**config.mk**
```make
export PLATFORM = sky130hd
export DESIGN_NAME = sort_stream_flat
export DESIGN_NICKNAME = d
export VERILOG_FILES = /design/src/rtl/sort_stream_if.sv /design/src/rtl/sort_stream.sv /design/src/flat_wrapper.sv
export SDC_FILE = /design/constraint.sdc
export NUM_CORES = 1
export LEC_CHECK = 0
export CAP_MARGIN = 5
export CORE_MARGIN = 3
export CORE_UTILIZATION = 53
export DETAILED_ROUTE_END_ITERATION = 12
export GPL_ROUTABILITY_DRIVEN = 0
export PLACE_DENSITY_LB_ADDON = 0.1
export SKIP_CTS_REPAIR_TIMING = 1
export SLEW_MARGIN = 5
export SYNTH_ARGS = -nofsm -noshare
export SYNTH_HDL_FRONTEND = slang
export SYNTH_SLANG_ARGS = --single-unit
```
**constraint.sdc**
```tcl
create_clock -name clk -period 2.3 [get_ports clk]
set_input_delay 0.46 -clock clk [delete_from_list [all_inputs] [get_ports clk]]
set_output_delay 0.46 -clock clk [all_outputs]
set_load 0.02 [all_outputs]
```
**src/rtl/sort_stream_if.sv**
```systemverilog
// Serial load/unload channel of sort_stream.
// Valid/ready: a beat transfers on a rising edge where valid && ready; the source holds data stable until then.
interface sort_stream_if #(
  parameter int WIDTH = 8
);
  logic             in_valid;
  logic             in_ready;
  logic [WIDTH-1:0] in_data;
  logic             out_valid;
  logic             out_ready;
  logic [WIDTH-1:0] out_data;
  logic             out_last;

  modport master (
    output in_valid, in_data, out_ready,
    input  in_ready, out_valid, out_data, out_last
  );

  modport slave (
    input  in_valid, in_data, out_ready,
    output in_ready, out_valid, out_data, out_last
  );
endinterface

```
**src/rtl/sort_stream.sv**
```systemverilog
// Serial batch sorter: loads N values, sorts them in place with N phases of
// odd-even transposition, then streams them out in ascending order.
module sort_stream #(
  parameter int WIDTH = 8,
  parameter int N     = 4
) (
  input  logic         clk,
  input  logic         rst_n,
  sort_stream_if.slave s,
  output logic         busy,
  output logic [1:0]   state_dbg
);
  localparam int CW = $clog2(N);

  typedef enum logic [1:0] {LOAD = 2'd0, SORT = 2'd1, UNLOAD = 2'd2} state_t;

  state_t           state_q, state_d;
  logic [WIDTH-1:0] mem_q      [N];
  logic [WIDTH-1:0] mem_sorted [N];
  logic [CW-1:0]    cnt_q, idx_q, phase_q;
  logic             load_hs, load_done, sort_done, out_hs, unload_done;

  assign load_hs     = (state_q == LOAD) && s.in_valid;
  assign load_done   = load_hs && (cnt_q == CW'(N - 1));
  assign sort_done   = (state_q == SORT) && (phase_q == CW'(N - 1));
  assign out_hs      = (state_q == UNLOAD) && s.out_ready;
  assign unload_done = out_hs && (idx_q == CW'(N - 1));

  always_ff @(posedge clk) begin
    if (!rst_n) state_q <= LOAD;
    else        state_q <= state_d;
  end

  always_comb begin
    state_d = state_q;
    case (state_q)
      LOAD:    if (load_done)   state_d = SORT;
      SORT:    if (sort_done)   state_d = UNLOAD;
      UNLOAD:  if (unload_done) state_d = LOAD;
      default:                  state_d = LOAD;
    endcase
  end

  always_comb begin
    s.in_ready  = (state_q == LOAD);
    s.out_valid = (state_q == UNLOAD);
    s.out_last  = (state_q == UNLOAD) && (idx_q == CW'(N - 1));
    s.out_data  = (state_q == UNLOAD) ? mem_q[idx_q] : '0;
    busy        = (state_q != LOAD);
    state_dbg   = state_q;
  end

  // One transposition phase: pairs are disjoint, so every swap reads the old buffer.
  always_comb begin
    for (int i = 0; i < N; i++) mem_sorted[i] = mem_q[i];
    for (int i = 0; i < N - 1; i++) begin
      if ((i % 2) == int'(phase_q[0]) && (mem_q[i] > mem_q[i + 1])) begin
        mem_sorted[i]     = mem_q[i + 1];
        mem_sorted[i + 1] = mem_q[i];
      end
    end
  end

  always_ff @(posedge clk) begin
    if (!rst_n) begin
      for (int i = 0; i < N; i++) mem_q[i] <= '0;
      cnt_q   <= '0;
      idx_q   <= '0;
      phase_q <= '0;
    end else begin
      case (state_q)
        LOAD: begin
          if (load_hs) begin
            mem_q[cnt_q] <= s.in_data;
            cnt_q        <= load_done ? '0 : cnt_q + 1'b1;
            if (load_done) phase_q <= '0;
          end
        end
        SORT: begin
          for (int i = 0; i < N; i++) mem_q[i] <= mem_sorted[i];
          phase_q <= sort_done ? '0 : phase_q + 1'b1;
          if (sort_done) idx_q <= '0;
        end
        UNLOAD: begin
          if (out_hs) begin
            idx_q <= unload_done ? '0 : idx_q + 1'b1;
            if (unload_done) cnt_q <= '0;
          end
        end
        default: begin
          cnt_q <= '0;
        end
      endcase
    end
  end
endmodule

```
**src/flat_wrapper.sv**
```systemverilog
// flat-port wrapper written by rule: the top's interface ports become plain ports
module sort_stream_flat 
#(
  parameter int WIDTH = 8,
  parameter int N     = 4
)
  (clk, rst_n, busy, state_dbg, s_in_valid, s_in_data, s_out_ready, s_in_ready, s_out_valid, s_out_data, s_out_last);
  sort_stream_if #(.WIDTH(WIDTH)) s_i ();
  input  logic clk;
  input  logic rst_n;
  output logic busy;
  output logic [1:0] state_dbg;
  input wire logic [$bits(s_i.in_valid)-1:0] s_in_valid;
  input wire logic [$bits(s_i.in_data)-1:0] s_in_data;
  input wire logic [$bits(s_i.out_ready)-1:0] s_out_ready;
  output wire logic [$bits(s_i.in_ready)-1:0] s_in_ready;
  output wire logic [$bits(s_i.out_valid)-1:0] s_out_valid;
  output wire logic [$bits(s_i.out_data)-1:0] s_out_data;
  output wire logic [$bits(s_i.out_last)-1:0] s_out_last;
  assign s_i.in_valid = s_in_valid;
  assign s_i.in_data = s_in_data;
  assign s_i.out_ready = s_out_ready;
  assign s_in_ready = s_i.in_ready;
  assign s_out_valid = s_i.out_valid;
  assign s_out_data = s_i.out_data;
  assign s_out_last = s_i.out_last;
  sort_stream #(.WIDTH(WIDTH), .N(N)) u_core (.clk(clk), .rst_n(rst_n), .s(s_i), .busy(busy), .state_dbg(state_dbg));
endmodule
```
==> summary.md <==
| Metric | Value |
|---|---|
| Vias in the first global route | `2465` |
| DRT iter0 DRCs | `between 150 and 200` |
| Final Hold Vio Count | `0` |
| Sw Pwr | `0.000489 W` |
| Finished Cell Area | `3850 µm²` |
| Ys async rst share | `0` |
| Met2 global-route usage | `0.428` |
| Share of layout cells above drive strength 1 | `0.251` |
| Worst skew pair latency | `~0.30 ns` |
| Gr busiest metal | `met2` |
| CTS H-Tree Depth | `2` |
| Maximum number of pins on one net before global-route repair | `17` |
| Layout overhead on the synthesized area | `29.3%` |
| RSZ-0062 raised after global routing | `true` |
| Die Y | `81.0 µm` |
| Hpwl dp | `slightly below 6 mm` |
| Worst Clk Skew | `between 0.01 and 0.015 ns` |
| First-pass GRT wire length | `12.5 mm` |
| Sequential share of power | `0.485` |
| Worst setup margin | `0.00449 ns` |
| Maxcap violations | `0` |
| CTS Buf Count | `5` |
| Final Max Slew Viols | `0` |
| Critical-path maximum fanout | `8` |
| CP max stage delay | `between 0.4 and 0.5 ns` |
| Fmax | `between 400 and 500 MHz` |
| Pint | `around 0.0014 W` |
| Pwr dens | `about 480 nW/µm²` |
| Clock Tree Buf Depth | `2` |
| Syn. warnings | `0` |
| Slew headroom | `0.659` |
| Nets | `383` |
| Worst Setup SP | `u_core.mem_q[1][1]$_DFFE_PP_` |
| EDFF count, synth | `32` |
| Crit end category | `register` |
| CTS Root Cell | `clkbuf_8` |
| Seq/Total Area, Yosys | `0.390` |
| Post-DP Area | `3440 µm²` |
| CTS tree | `built` |
| Diode count | `0` |
| Fin crit share | `0.998` |
| DR vias | `approximately 2.6k` |
| Fillers | `391` |
| First-pass iteration count of the detailed router | `5` |
| DR vias/cell | `6.22` |
| HP Start | `u_core.phase_q[1]$_SDFFE_PN0P_` |
| Clock power frac | `0.334` |
| Setup violations, final | `0` |
| Clock sink count | `42` |
| Core area | `between 5000 and 6000 µm²` |
| Primary FF master, synth | `edfxtp_1` |
| Worst R2R Start | `u_core.mem_q[1][1]$_DFFE_PP_` |
| Clock slew at reported path FFs | `roughly 0.090 ns` |
| Worst Tran Pin Value | `around 0.5 ns` |
| Syn Nets | `around 320` |
| Net Sw Frac | `0.262` |
| Startpoint class of the critical path | `register` |
| Synthesized area | `between 2000 and 3000 µm²` |
| Hold Crit Class | `reg -> reg` |
| I/O Buffers | `25` |
| Synthesized flop and latch total | `42` |
| M3 GR Usage | `0.0443` |
| Crit-path cells | `ha_4 -> nor2b_4 -> o211ai_1 -> a2111oi_2 -> nor2_1 -> a31oi_2 -> buf_6` |
| Status | `completed` |
| Crit Path Category | `reg -> reg` |
| GRT Util Overall | `0.257` |
| DIE AREA | `about 6600 µm²` |
| # rows | `26` |
| Syn Area/Cell | `between 10 and 15 µm²` |
| Remaining global-route overflow | `0` |
| Worst vdd ir | `around 0.00031 V` |
| Lkg Pwr | `approximately 1.7 nW` |
| Pre-CTS worst setup slack | `about 0.045 ns` |
| ANT nets after route | `0` |
| WP data arrival | `between 2 and 2.5 ns` |
| Routed Wire Length | `8.45 mm` |
| Required time worst endpoint | `about 2.3 ns` |
| Initial antenna violation count | `0` |
| DRC Markers | `0` |
| Num ports | `26` |
| Tmin final | `approximately 2.3 ns` |
| Distinct cells, synth | `between 40 and 50` |
| CP max-delay cell | `edfxtp_1` |
| Routed len/inst | `roughly 21 µm` |
| Post-Syn Instances | `roughly 280` |
| Gate power share | `0.181` |
| R2r setup slk | `around 0.0045 ns` |
| Initial Util | `0.566` |
| Die Wd | `around 81 µm` |
| M1 GR Usage | `0.337` |
-- critical path: cells and delay by family, from the launching register on --
family                   cells  cell delay (ns)
buffers and inverters        1             0.17
AO/OA/AOI/OAI                3             0.77
flip-flops                   1             0.48
adder cells (fa/ha/maj)      1             0.31
AND/OR/NAND/NOR              2             0.27
-- cell type report --
| type | instances | area (µm²) | share of cell area |
|---|---|---|---|
| Clock buffer | 7 | 119 | 0.0308 |
| Clock inverter | 1 | 8.76 | 0.00227 |
| Inverter | 30 | 113 | 0.0292 |
| Multi-Input combinational cell | 195 | 1750 | 0.455 |
| Sequential cell | 42 | 1160 | 0.302 |
| Tap cell | 70 | 87.6 | 0.0227 |
| Timing Repair Buffer | 67 | 609 | 0.158 |
-- synthesized netlist by cell type (all sizes together), types with 4 or more instances --
| cell type | number | area [µm²] |
|---|---|---|
| a21oi | 10 | 50.1 |
| clkbuf | 4 | 16.3 |
| edfxtp | 32 | 961 |
| ha | 30 | 375 |
| nor2 | 7 | 38.8 |
| and2 | 19 | 121 |
| o21ai | 4 | 20.0 |
| a22o | 16 | 140 |
| and3 | 6 | 37.5 |
| nor2b | 9 | 56.3 |
| nand2 | 26 | 97.6 |
| a221o | 8 | 80.1 |
| inv | 30 | 113 |
| mux4 | 8 | 180 |
| dfxtp | 10 | 200 |
| buf | 11 | 73.8 |
| o211ai | 19 | 143 |
-- layout by cell type (no fill, tap or decap), drive strengths merged, types with 2 or more instances in the layout --
master,n
a21boi,3
a21oi,10
inv,30
ha,30
a22oi,2
nand2,26
a22o,16
mux4,8
nor2,7
edfxtp,32
a31oi,2
and3,6
dlymetal6s2s,7
a21o,2
a221o,8
and4,3
nand4,2
nor2b,9
o21ai,4
buf,43
o211ai,19
or2,2
o21a,3
and2,19
dfxtp,10
a211oi,2
clkdlybuf4s50,17
nand3,3
clkbuf,7
-- flip-flops by register name, indices dropped and copies added (netlist names), named ones only --
signal and count:
u_core.cnt_q 2, u_core.phase_q 2, u_core.state_dbg 2, u_core.mem_q 32, u_core.idx_q 2
-- power groups by stage --
stage,logic (W),clock network [W],registers [W]
finish,0.000337,0.000622,0.000904
floorplan,0.000163,0,0.000903
detailed placement,0.000258,0,0.000922
global route,0.000369,0.000654,0.000908
CTS,0.000263,0.000628,0.000905
global placement,0.000251,0,0.000923
-- cell families (layout without fill, tap and decap cells) --
| family | Yosys count | count (layout) | share of synthesized area |
|---|---|---|---|
| buffers and inverters | 45 | 105 | 0.0680 |
| AO/OA/AOI/OAI | 75 | 75 | 0.201 |
| flip-flops | 42 | 42 | 0.390 |
| AND/OR/NAND/NOR | 81 | 81 | 0.152 |
| multiplexers | 9 | 9 | 0.0642 |
| adder cells (fa/ha/maj) | 30 | 30 | 0.126 |
-- final timing paths --
check / to / depth (start not counted)
worst max-delay path: u_core.mem_q[2][5]$_DFFE_PP_ / 7
worst min-delay path: u_core.phase_q[1]$_SDFFE_PN0P_ / 2
worst max register to register: u_core.mem_q[2][5]$_DFFE_PP_ / 7
worst min register to register: u_core.phase_q[1]$_SDFFE_PN0P_ / 2
-- through the flow --
step           utilization  hold WS, ns  power [W]  TNS [ns]  std cells
2_1_floorplan            -        0.458    0.00107         0        282
3_3_place_gp         0.653        0.470    0.00117         0        387
3_5_place_dp         0.653        0.505    0.00118         0        387
4_1_cts              0.677        0.516    0.00180     -1.65        395
5_1_grt              0.731        0.530    0.00193     -1.31        412
6_report             0.731        0.515    0.00186         0        412
-- metal layers --
metal  vias to the layer above  wire length, µm
met2                       111             4250
met4                         0              163
met5                         -                0
li1                       1176                -
met1                      1254             3570
met3                        21              462
Power figures use the tool's default switching activity.
